`config.mk`:
```
export PLATFORM = sky130hd
export DESIGN_NAME = settle_timer
export DESIGN_NICKNAME = d
export VERILOG_FILES = /design/src/rtl/gate_tt_pkg.sv /design/src/rtl/settle_timer.sv
export SDC_FILE = /design/constraint.sdc
export NUM_CORES = 1
export LEC_CHECK = 0
export BUFFER_PORTS_ARGS = -buffer_cell sky130_fd_sc_hd__buf_2
export CAP_MARGIN = 20
export CORE_AREA = 2 2 39 41
export CTS_BUF_LIST = sky130_fd_sc_hd__clkbuf_4
export CTS_CLUSTER_SIZE = 12
export DETAILED_ROUTE_END_ITERATION = 8
export DIE_AREA = 0 0 41 43
export PLACE_DENSITY = 0.39
export SYNTH_ARGS = -nofsm -noshare
export SYNTH_HDL_FRONTEND = slang
export SYNTH_SLANG_ARGS = --single-unit
```
`constraint.sdc`:
```
create_clock -name clk -period 1.8 [get_ports clk]
set_input_delay 0.27 -clock clk [delete_from_list [all_inputs] [get_ports clk]]
set_output_delay 0.27 -clock clk [all_outputs]
set_load 0.1 [all_outputs]
```
`src/rtl/gate_tt_pkg.sv`:
```
// Shared definitions for the gate truth-table checkers.
//   - State encoding for the sweep FSM (IDLE / RUN / DONE).
//   - Upper bounds on the number of gate inputs and the settle time.
//     The settle counter width is derived from SETTLE_MAX.
package gate_tt_pkg;

    localparam logic [1:0] ST_IDLE = 2'd0;
    localparam logic [1:0] ST_RUN  = 2'd1;
    localparam logic [1:0] ST_DONE = 2'd2;

    localparam int N_IN_MAX   = 4;
    localparam int SETTLE_MAX = 15;

    // Counter width that can hold every legal settle value.
    localparam int SETTLE_CW  = $clog2(SETTLE_MAX + 1);

    typedef enum logic [1:0] {
        S_IDLE = ST_IDLE,
        S_RUN  = ST_RUN,
        S_DONE = ST_DONE
    } state_e;

endpackage

```
`src/rtl/settle_timer.sv`:
```
// Settle-time counter for the sequential gate checkers.
// Ports:
//   clk      in   rising-edge clock
//   rst_n    in   asynchronous, active-low reset
//   load     in   restart the count from zero (has priority over en)
//   en       in   advance the count by one; the count stops at SETTLE
//   expired  out  high while the count equals SETTLE
// With SETTLE=0, expired is high whenever the count is at zero, so a
// stimulus vector is sampled on the very next edge after it is driven.
module settle_timer
    import gate_tt_pkg::*;
#(
    parameter int SETTLE = 2
) (
    input  logic clk,
    input  logic rst_n,
    input  logic load,
    input  logic en,
    output logic expired
);

    localparam logic [SETTLE_CW-1:0] SETTLE_L = SETTLE_CW'(SETTLE);
    localparam logic [SETTLE_CW-1:0] CNT_ONE  = SETTLE_CW'(1);

    logic [SETTLE_CW-1:0] cnt_q, cnt_d;

    always_comb begin
        cnt_d = cnt_q;
        if (load) begin
            cnt_d = '0;
        end else if (en && (cnt_q != SETTLE_L)) begin
            cnt_d = cnt_q + CNT_ONE;
        end
    end

    always_ff @(posedge clk or negedge rst_n) begin
        if (!rst_n) begin
            cnt_q <= '0;
        end else begin
            cnt_q <= cnt_d;
        end
    end

    assign expired = (cnt_q == SETTLE_L);

endmodule

```
Word-level counts from Yosys, hierarchy flattened
Cells that the tools add are included.
Storage, ports and cells
  flip-flop bits (word level): 4
  input port bits: 4
  output and inout bits: 1
Operators by class
  eq/ne operators: 2
  multiplexer cells: 2
  reductions and logical operators: 2
  add/subtract/negate cells: 1
Operators by type and width (count)
  4-bit two-way mux: 2
  4-bit by 1-bit adder with 4-bit output, second input constant: 1
  4-bit by 2-bit equality test with 1-bit output, second input constant: 1
  4-bit by 2-bit != test with 1-bit output, second input constant: 1
  2-bit nonzero test: 1
  1-bit logical AND: 1

Longest topological paths before layout
  depth in word-level cells: 4
  mapped depth: 5
  gate-level depth less buffers: 5

Worst setup path before layout
No wires, ideal clock.
  path kind: register -> register
  start point: reg cnt_q[0]
  end point: reg cnt_q[0]
  cell stages (with the launch flop): 6
  period minus slack after synthesis: 2.507 ns
  arrival: 2.380 ns
  slack: -0.707 ns
  setup time: 0.128 ns
  cells stage by stage: dfrtp_1 inv_1 ha_1 nor3b_2 nor2b_1 mux2_1
On the way
  cells in the longest elaborated chain, start to end: 3
  elaborated cells between the ends (all ways): 6
Ends and longest elaborated chain
  from (decl): RTL line settle_timer.sv:25  | logic [SETTLE_CW-1:0] cnt_q, cnt_d;
  from (signal assigned): RTL line settle_timer.sv:40  | cnt_q <= cnt_d;
  4-bit by 1-bit adder with 4-bit output / 4-bit by 2-bit != test with 1-bit output (equally long branches): RTL line settle_timer.sv:32, settle_timer.sv:31
  4-bit two-way mux / 1-bit logical AND (equally long branches): RTL line settle_timer.sv:31  | end else if (en && (cnt_q != SETTLE_L)) begin
  4-bit two-way mux / 2-bit nonzero test (equally long branches)
Several ways; a longest one is shown, not always the timed one. The select of a mux whose other input is x is not followed.
A chain may end at the register's enable or synchronous reset.

Worst setup path after layout
  start point: reg cnt_q[0]
  end point: out expired
On the way
  cells in the longest elaborated chain, start to end: 1
Ends and longest elaborated chain
  4-bit by 2-bit equality test with 1-bit output: RTL line settle_timer.sv:44  | assign expired = (cnt_q == SETTLE_L);
  to (decl): RTL line settle_timer.sv:19  | output logic expired
No other way between the ends.

==> results.toml <==
[die]
ioPinCount = 5
die_w_um = 41
core-area_sq_mm = 0.00138
die_area_sq_mm = 0.00176
die_y_um = 43
start_util = 0.163
rows = 14

[hold_path]
hold_depth = 2
hp-class = "primary input to register"

[pwr]
p_switching_uw = 72.8
clockPowerShare = 0.406
p_total_uw = 268
seqPwrFrac = 0.382
leakage_nw = 0.149
switching_share = 0.271
intPower_uw = 195
combPwrFrac = 0.212
p_per_area_mw_per_mm2 = 841
ir_drop_mv = 0.405

[timing]
finalCritPeriodShare = 0.885
slew_headroom = 0.843
worst_slack_ns = 0.206
rsz0062_at_grt = "no"
worstMarginPinSlew_ns = 0.236
period_needed_ns = 1.59
finalHoldViolations = 0
fin_worst_skew_ns = 0.00566
fmax_mhz = 627
slew_viol_final = 0
finalSetupViolCount = 0

[synthesis]
syn_area_sq_um = 225
yosysUniqueCellTypes = 12
synthTopCellsByCount = "4 x dfrtp_1, 4 x nor2_1"
synthTopCellsByArea = "dfrtp_1 44%, ha_1 11%, mux2_1 10%"
synth_edf_count = 0
yosys_warnings = 0
async_reset_ff_frac = 1.00
syn_avg_cell_area_sq_um = 10.2
synth_seq_cells = 4
synth_cells = 22
yosys.area.top_type = "dfrtp_1"
synth_nets = 28
synth-seq-area-share = 0.444
synth_top_area_share = 0.444
ys_dominant_reg_cell = "dfrtp_1"

[finish]
syn_to_final_growth_pct = 41.7
final_area_sq_um = 319
reg_top3 = "cnt_q x4"
largest_register = "cnt_q"
layout-drive-gt1-share = 0.267
largest_reg_flops = 4
diodes = 0
final_nets = 38

[setup_path]
worstPathRequired_ns = 1.53
worstSetupPathType = "register to output port"
r2r_cells = 5
path_max_fanout = 4
crit_path_start_kind = "register"
cp.arrival_ns = 1.32
end_kind = "output port"

[job]
drv_cap = 0

[route]
wl_met3_um = 26
wl_per_cell_um = 8.11
wl_um = 373
dr.first_iter.drc_count = 0
met1_length_um = 174
drtAntennaViolNets = 0
drc = 0
vias = 166
dr_wl_met2_um = 171
viasPerCell = 3.61
firstDrtPassIters = 1
top_layer = "met3"

[outcome]
status = "complete, no violations"

[clock_tree]
ctsResizeCount = 0
cts-buffers-inserted = 3
clock_latency_ns = 0.23
clkSinkCount = 4
cts_buffer_depth = 2
cts_tree = "built"
root_buffer = "clkbuf_4"
clkTransAtPathRegs_ns = 0.04
htree_num_levels = 1

[placed_design]
pre_cts_slack_ns = 0.310
gp_congestion = 0.629
port_buffers = 4
placedInstanceArea_sq_um = 287
place_hpwl_um = 306

[global_route]
antenna_found_initial = 0
grt_use_total = 0.0595
grt_remaining_overflow = 0
grt_pass1_wl_um = 634
grt_max_degree = 7
grt_pass1_vias = 181
## worst paths after layout
| kind | start | endpoint | slack (ns) |
|---|---|---|---|
| min | load | cnt_q[3] | 0.26 |
| max | cnt_q[0] | expired | 0.21 |
| min reg2reg | cnt_q[2] | cnt_q[2] | 0.60 |
| max reg2reg | cnt_q[0] | cnt_q[0] | 0.32 |
| max in group asynchronous | rst_n | cnt_q[0] | 1.31 |
| min in group asynchronous | rst_n | cnt_q[2] | 0.37 |
## metrics by stage
stage	setup TNS (ns)	util	cells	hold slack [ns]
floorplan	-0.619	-	22	-0.0256
global placement	0	0.207	42	0.0771
detailed placement	0	0.207	42	0.0771
CTS	0	0.231	46	0.254
global route	0	0.231	46	0.259
finish	0	0.231	46	0.263
## cells by family (layout without fill, tap and decap cells)
family          after synthesis  in the layout  share of synthesized area
compound gates                1              1                     0.0222
xor+xnor                      1              1                     0.0389
fa+ha+maj                     2              2                      0.111
mux                           2              2                      0.100
simple gates                 11             11                      0.267
flops                         4              4                      0.444
buf+inv                       1              9                     0.0167
## layer usage
layer  up-vias  GRT usage
li1         90          -
met1        73     0.0523
met2         3     0.0781
met3         0     0.0628
met4         0     0.0400
met5         -          0
## worst max-delay path, cell delays in order, from the launching register on
cell and delay [ns]:
dfrtp_1 0.40, inv_1 0.09, ha_1 0.14, nor3b_4 0.25
buf_12 0.21
## what timing repair did
action | CTS | global route
hold buffers | 1 | 0
setup buffers | 0 | 0
endpoints found under the hold margin | 4 | 0
## cells in the final DEF (no fill, tap or decap)
master         n
nor2_1         4
dfrtp_1        4
clkbuf_4       3
buf_2          3
nand2_1        2
nor2b_1        2
mux2_1         2
ha_1           2
nor3b_4        1
inv_1          1
nand4_1        1
xor2_1         1
or3_1          1
a21oi_1        1
dlygate4sd3_1  1
buf_12         1
## power by group through the flow
stage | registers, mW | logic (mW) | clock network [mW]
floorplan | 0.102 | 0.0367 | 0
global placement | 0.104 | 0.0555 | 0
detailed placement | 0.104 | 0.0555 | 0
CTS | 0.103 | 0.0575 | 0.115
global route | 0.104 | 0.0613 | 0.129
finish | 0.103 | 0.0567 | 0.109
## final cells by class
type | instances | area [sq um]
fill | 152 | 1060
timing repair buffer | 5 | 45.0
multi-input combinational | 17 | 128
sequential | 4 | 100
tap | 16 | 20.0
inverter | 1 | 3.75
clock buffer | 3 | 22.5
No activity file was read; power rests on OpenSTA's default activity.
